## src/rtl/regfile_multiply_unit.sv

```systemverilog
// regfile_multiply_unit
// Iterative shift-add multiplier placed between the register file read ports
// and its write port. One bit of the multiplier is retired per cycle, so a
// WIDTH x WIDTH product takes WIDTH RUN cycles. The unit returns either the
// low word (MUL) or the high word (UMULH) of the 2*WIDTH product.
//
// Ports:
//   clock        rising-edge clock
//   reset        asynchronous, active-high reset
//   start        request a multiply; only sampled while idle
//   operand_a    multiplicand (register file read port A)
//   operand_b    multiplier   (register file read port B)
//   dest_in      destination register of the product
//   high_select  0 = low word (MUL), 1 = high word (UMULH)
//   busy         multiply in progress, including the completion cycle
//   done         one-cycle completion pulse
//   result       product word to the register file data input
//   address      destination to the register file write address
//   write        one-cycle write strobe; suppressed for the zero register
module regfile_multiply_unit #(
  parameter int unsigned WIDTH      = 64,
  parameter int unsigned ADDR_WIDTH = 5,
  parameter int unsigned ZERO_REG   = 31
) (
  input  logic                  clock,
  input  logic                  reset,
  input  logic                  start,
  input  logic [WIDTH-1:0]      operand_a,
  input  logic [WIDTH-1:0]      operand_b,
  input  logic [ADDR_WIDTH-1:0] dest_in,
  input  logic                  high_select,
  output logic                  busy,
  output logic                  done,
  output logic [WIDTH-1:0]      result,
  output logic [ADDR_WIDTH-1:0] address,
  output logic                  write
);

  localparam int unsigned CNT_WIDTH = $clog2(WIDTH);
  localparam int unsigned PROD_WIDTH = 2 * WIDTH;

  typedef enum logic [1:0] {
    IDLE = 2'd0,
    RUN  = 2'd1,
    DONE = 2'd2
  } state_t;

  state_t                  state, state_d;
  logic [WIDTH-1:0]        mcand, mcand_d;
  logic [PROD_WIDTH-1:0]   prod, prod_d;
  logic [CNT_WIDTH-1:0]    cnt, cnt_d;
  logic [ADDR_WIDTH-1:0]   dest, dest_d;
  logic                    hsel, hsel_d;
  logic                    busy_d, done_d, write_d;
  logic [WIDTH-1:0]        result_d;
  logic [ADDR_WIDTH-1:0]   address_d;

  logic [WIDTH:0]          addend;
  logic [WIDTH:0]          sum;
  logic [PROD_WIDTH-1:0]   prod_step;

  // One shift-add iteration: conditional add into the upper half, then shift
  // {carry, P} right by one. The carry lands in the top product bit.
  always_comb begin
    addend    = prod[0] ? {1'b0, mcand} : '0;
    sum       = {1'b0, prod[PROD_WIDTH-1:WIDTH]} + addend;
    prod_step = {sum, prod[WIDTH-1:1]};
  end

  // Next-state and registered-output logic.
  always_comb begin
    state_d   = state;
    mcand_d   = mcand;
    prod_d    = prod;
    cnt_d     = cnt;
    dest_d    = dest;
    hsel_d    = hsel;
    busy_d    = busy;
    done_d    = 1'b0;
    write_d   = 1'b0;
    result_d  = result;
    address_d = address;

    case (state)
      IDLE: begin
        busy_d = 1'b0;
        if (start) begin
          mcand_d = operand_a;
          dest_d  = dest_in;
          hsel_d  = high_select;
          prod_d  = {{WIDTH{1'b0}}, operand_b};
          cnt_d   = '0;
          busy_d  = 1'b1;
          state_d = RUN;
        end
      end
      RUN: begin
        prod_d = prod_step;
        cnt_d  = cnt + CNT_WIDTH'(1);
        // Final iteration: outputs are taken from the freshly computed step
        // so they are valid in the cycle the state reads DONE.
        if (cnt == CNT_WIDTH'(WIDTH - 1)) begin
          state_d   = DONE;
          done_d    = 1'b1;
          write_d   = (dest != ADDR_WIDTH'(ZERO_REG));
          result_d  = hsel ? prod_step[PROD_WIDTH-1:WIDTH] : prod_step[WIDTH-1:0];
          address_d = dest;
        end
      end
      DONE: begin
        busy_d  = 1'b0;
        state_d = IDLE;
      end
      default: begin
        busy_d  = 1'b0;
        state_d = IDLE;
      end
    endcase
  end

  // State and datapath registers.
  always_ff @(posedge clock or posedge reset) begin
    if (reset) begin
      state   <= IDLE;
      mcand   <= '0;
      prod    <= '0;
      cnt     <= '0;
      dest    <= '0;
      hsel    <= 1'b0;
      busy    <= 1'b0;
      done    <= 1'b0;
      write   <= 1'b0;
      result  <= '0;
      address <= '0;
    end else begin
      state   <= state_d;
      mcand   <= mcand_d;
      prod    <= prod_d;
      cnt     <= cnt_d;
      dest    <= dest_d;
      hsel    <= hsel_d;
      busy    <= busy_d;
      done    <= done_d;
      write   <= write_d;
      result  <= result_d;
      address <= address_d;
    end
  end

endmodule

```

## config.mk

```make
export PLATFORM = sky130hd
export DESIGN_NAME = regfile_multiply_unit
export DESIGN_NICKNAME = d
export VERILOG_FILES = /design/src/rtl/regfile_multiply_unit.sv
export SDC_FILE = /design/constraint.sdc
export NUM_CORES = 1
export LEC_CHECK = 0
export ABC_AREA = 1
export CORE_UTILIZATION = 30
export DETAILED_ROUTE_END_ITERATION = 12
export DONT_BUFFER_PORTS = 1
export GPL_TIMING_DRIVEN = 0
export MAX_ROUTING_LAYER = met4
export SYNTH_ARGS = -nofsm -noshare
export SYNTH_HDL_FRONTEND = slang
export SYNTH_SLANG_ARGS = --single-unit
```

## constraint.sdc

```tcl
create_clock -name clock -period 20.7 [get_ports clock]
set_clock_uncertainty 0.15 [all_clocks]
set_input_delay 3.105 -clock clock [delete_from_list [all_inputs] [get_ports clock]]
set_output_delay 3.105 -clock clock [all_outputs]
set_load 0.02 [all_outputs]
```

==> results.toml <==
[cts]
clkSlewWorstSetupHoldPaths_ns = 0.06
clock-sinks = 278
numCtsBuffers = 30
cts_root_buf = "clkbuf_16"
cts_resized = 0
cts_tree = "done"
clk-insertion-delay-late_ns = 0.61
post-cts-setup-buffers = 0
clockBufferDepth = 3
h-tree-depth = 1
cts_hold_buf = 0

[setup_path]
cp_common_cell = "nand2_1"
reg2reg_depth = 16
crit_path_end_kind = "flip-flop"
crit_slowest_cell = "clkbuf_1"
rr_endpoint = "result[60]"
crit_arrival_ns = 5.07
worstSetupStartpointType = "input pin"
r2r_slack_ns = 16.85
cp.required_ns = 21.09
reg2reg_from = "prod[0]"
worstPathMaxFanout = 10
path_cells = "nand2_1 -> nor2_1 -> clkbuf_1 -> buf_2 -> nand2_1 -> nand2_1"
max_stage_delay_ns = 1.07
critical_path_class = "input pin to flip-flop"

[global_routing]
grt_pass1_vias = 16200
grt_pass1_wl_um = 97700
overflow = 0
grt_start_max_net_pins = 102
track_usage = 0.221
antenna_found_initial = 1

[synthesis]
synthArstFlopShare = 1.00
synth-edff-count = 0
synth_fa_ha_area_frac = 0.0465
synth_area_um2 = 17900
yosysSeqAreaShare = 0.389
synth-main-ff-cell = "dfrtp_1"
synthDistinctLibCells = 42
synthCells = 2737
ys_seq_elements = 278
yosys-top-cells-count = "nand2_1 (1173), inv_1 (455), dfrtp_1 (278), nor2_1 (215), a21oi_1 (116)"
synthXorXnorAreaFrac = 0.0147
synthMuxAreaShare = 0
synth-compound-area-share = 0.0830
synth_top_family_by_area = "simple AND/OR/NAND/NOR gates"
synth.area.top_cells = "dfrtp_1 (39%), nand2_1 (25%), inv_1 (9.5%), ha_1 (4.5%), nor2_1 (4.5%)"
yosys.area_share.simple = 0.348
synth_top_area_cell = "dfrtp_1"
ys_warn_count = 0
syn_area_per_cell_um2 = 6.54
yosys.cell_count.top_type = "nand2_1"
synth_top_area_share = 0.389
synth_nets = 2940

[power]
peakVddDrop_v = 0.000113
leakage_nw = 11.6
p_total_mw = 3.85
power_density_nw_per_um2 = 192

[floorplanning]
die-area_um2 = 60700
rows = 89
io_pins = 209
die_h_um = 246
core_um2 = 59000
die_w_um = 246
start_util = 0.303

[routing]
totalWireLength_um = 64800
first_pass_iters = 6
drcViolationCount = 0
via_per_inst = 4.68
vias = 16700
drtAntennaViolNets = 0
wl_per_cell_um = 18.2
first_iter_violations = 1256

[placement]
numPortBuffers = 0
placed_area_um2 = 18900
place_congestion = 1.00
hpwl_um = 52100
post-place-ws_ns = 15.01

[cells_and_area]
drive_above_1_share = 0.0608
fin_area_um2 = 20100
fillers = 6520
syn2layout_area_growth_pct = 12.2
nets = 2974

[sta]
drv_slew = 0
slew_headroom = 0.0611
hold_viol_final = 0
maxClockFrequency_mhz = 214
grt_setup_unrepaired = "no"
setup_viol = 0
finalCriticalPeriod_ns = 4.67
finalCritPeriodShare = 0.226
finalSetupTns_ns = 0
worst_pin_slew_ns = 1.41
finalWorstSetupSlack_ns = 16.03

[job]
drv_cap = 0

[status]
status = "completed"

[min_path]
min_path_cells = 2
hold_end = "mcand[8]"
min_from = "mcand[8]"
holdCritPathClass = "flip-flop to flip-flop"
## logic make-up (layout without fill, tap and decap cells)
family | after synthesis | count (layout)
AND/OR/NAND/NOR | 1555 | 1555
XOR/XNOR | 30 | 30
other | 0 | 1
adder cells (fa/ha/maj) | 66 | 66
buffers and inverters | 551 | 609
flip-flops | 278 | 278
AO/OA/AOI/OAI | 257 | 257
## cells in the final DEF (no fill, tap or decap), types with 6 or more instances in the layout
master and n:
o21ai_0 29, nor3_2 6, nor2_1 215, nand3_1 81, inv_2 12, nand2_1 1173
buf_2 27, dfrtp_1 278, bufinv_16 8, ha_1 65, o21ai_1 16, inv_1 454
and2_1 7, o22ai_1 61, o211ai_1 6, clkbuf_1 46, clkbuf_16 30, xnor2_1 14
nand3_2 9, xor2_1 16, clkinv_2 6, nor2_2 11, a22o_1 15, a21oi_1 116
nand2_2 28, nor3_1 12
## how the worst max path moves through the flow
stage | start | endpoint | slack (ns) | cells after the start
final | start | mcand[49] | 16.03 | 6
after global placement | reset | prod[112] | 6.35 | 1
after CTS | start | state[0] | 15.66 | 6
after global routing | start | mcand[53] | 16.00 | 6
after detailed placement | start | state[0] | 15.01 | 6
after floorplan | reset | address[0] | 9.78 | 1
## state kept, by name, summed over array words and instances (netlist names)
| name | cells |
|---|---|
| write | 1 |
| hsel | 1 |
| done | 1 |
| prod | 128 |
| result | 64 |
| dest | 5 |
| mcand | 64 |
| state | 2 |
| address | 5 |
| cnt | 6 |
| busy | 1 |
## critical path, delay by kind of cell
| family | cells | cell delay, ns |
|---|---|---|
| simple gates | 4 | 0.48 |
| buf+inv | 2 | 1.46 |
## power by group
part | internal (mW) | switching, mW
logic | 0.674 | 1.49
registers | 0.813 | 0.250
clock network | 0.379 | 0.250
total | 1.87 | 1.99
## final cells by class
| type | count | area [um^2] | share of cell area |
|---|---|---|---|
| sequential | 278 | 6960 | 0.346 |
| clock buffer | 34 | 796 | 0.0396 |
| buffer | 84 | 388 | 0.0193 |
| clock inverter | 22 | 358 | 0.0178 |
| antenna | 1 | 2.50 | 0.000125 |
| multi-input combinational | 1908 | 8810 | 0.438 |
| timing repair buffer | 2 | 55.1 | 0.00274 |
| tap | 773 | 967 | 0.0481 |
| inverter | 467 | 1760 | 0.0876 |
## stage by stage
step | std cells | hold slack, ns | util
final | 3569 | 0.324 | 0.340
after global routing | 3569 | 0.342 | 0.340
after CTS | 3568 | 0.326 | 0.340
after detailed placement | 3512 | 0.309 | 0.321
after global placement | 3510 | 0.309 | 0.320
after floorplan | 2737 | 0.292 | -
## per-layer routing
metal,up-vias,routed length [um],global-route usage
met5,-,0,-
met4,0,2930,0.0924
met3,130,4570,0.0419
met2,559,27900,0.328
met1,7655,29500,0.292
li1,8362,-,-
Note: power is estimated with default switching activity, not from simulation.
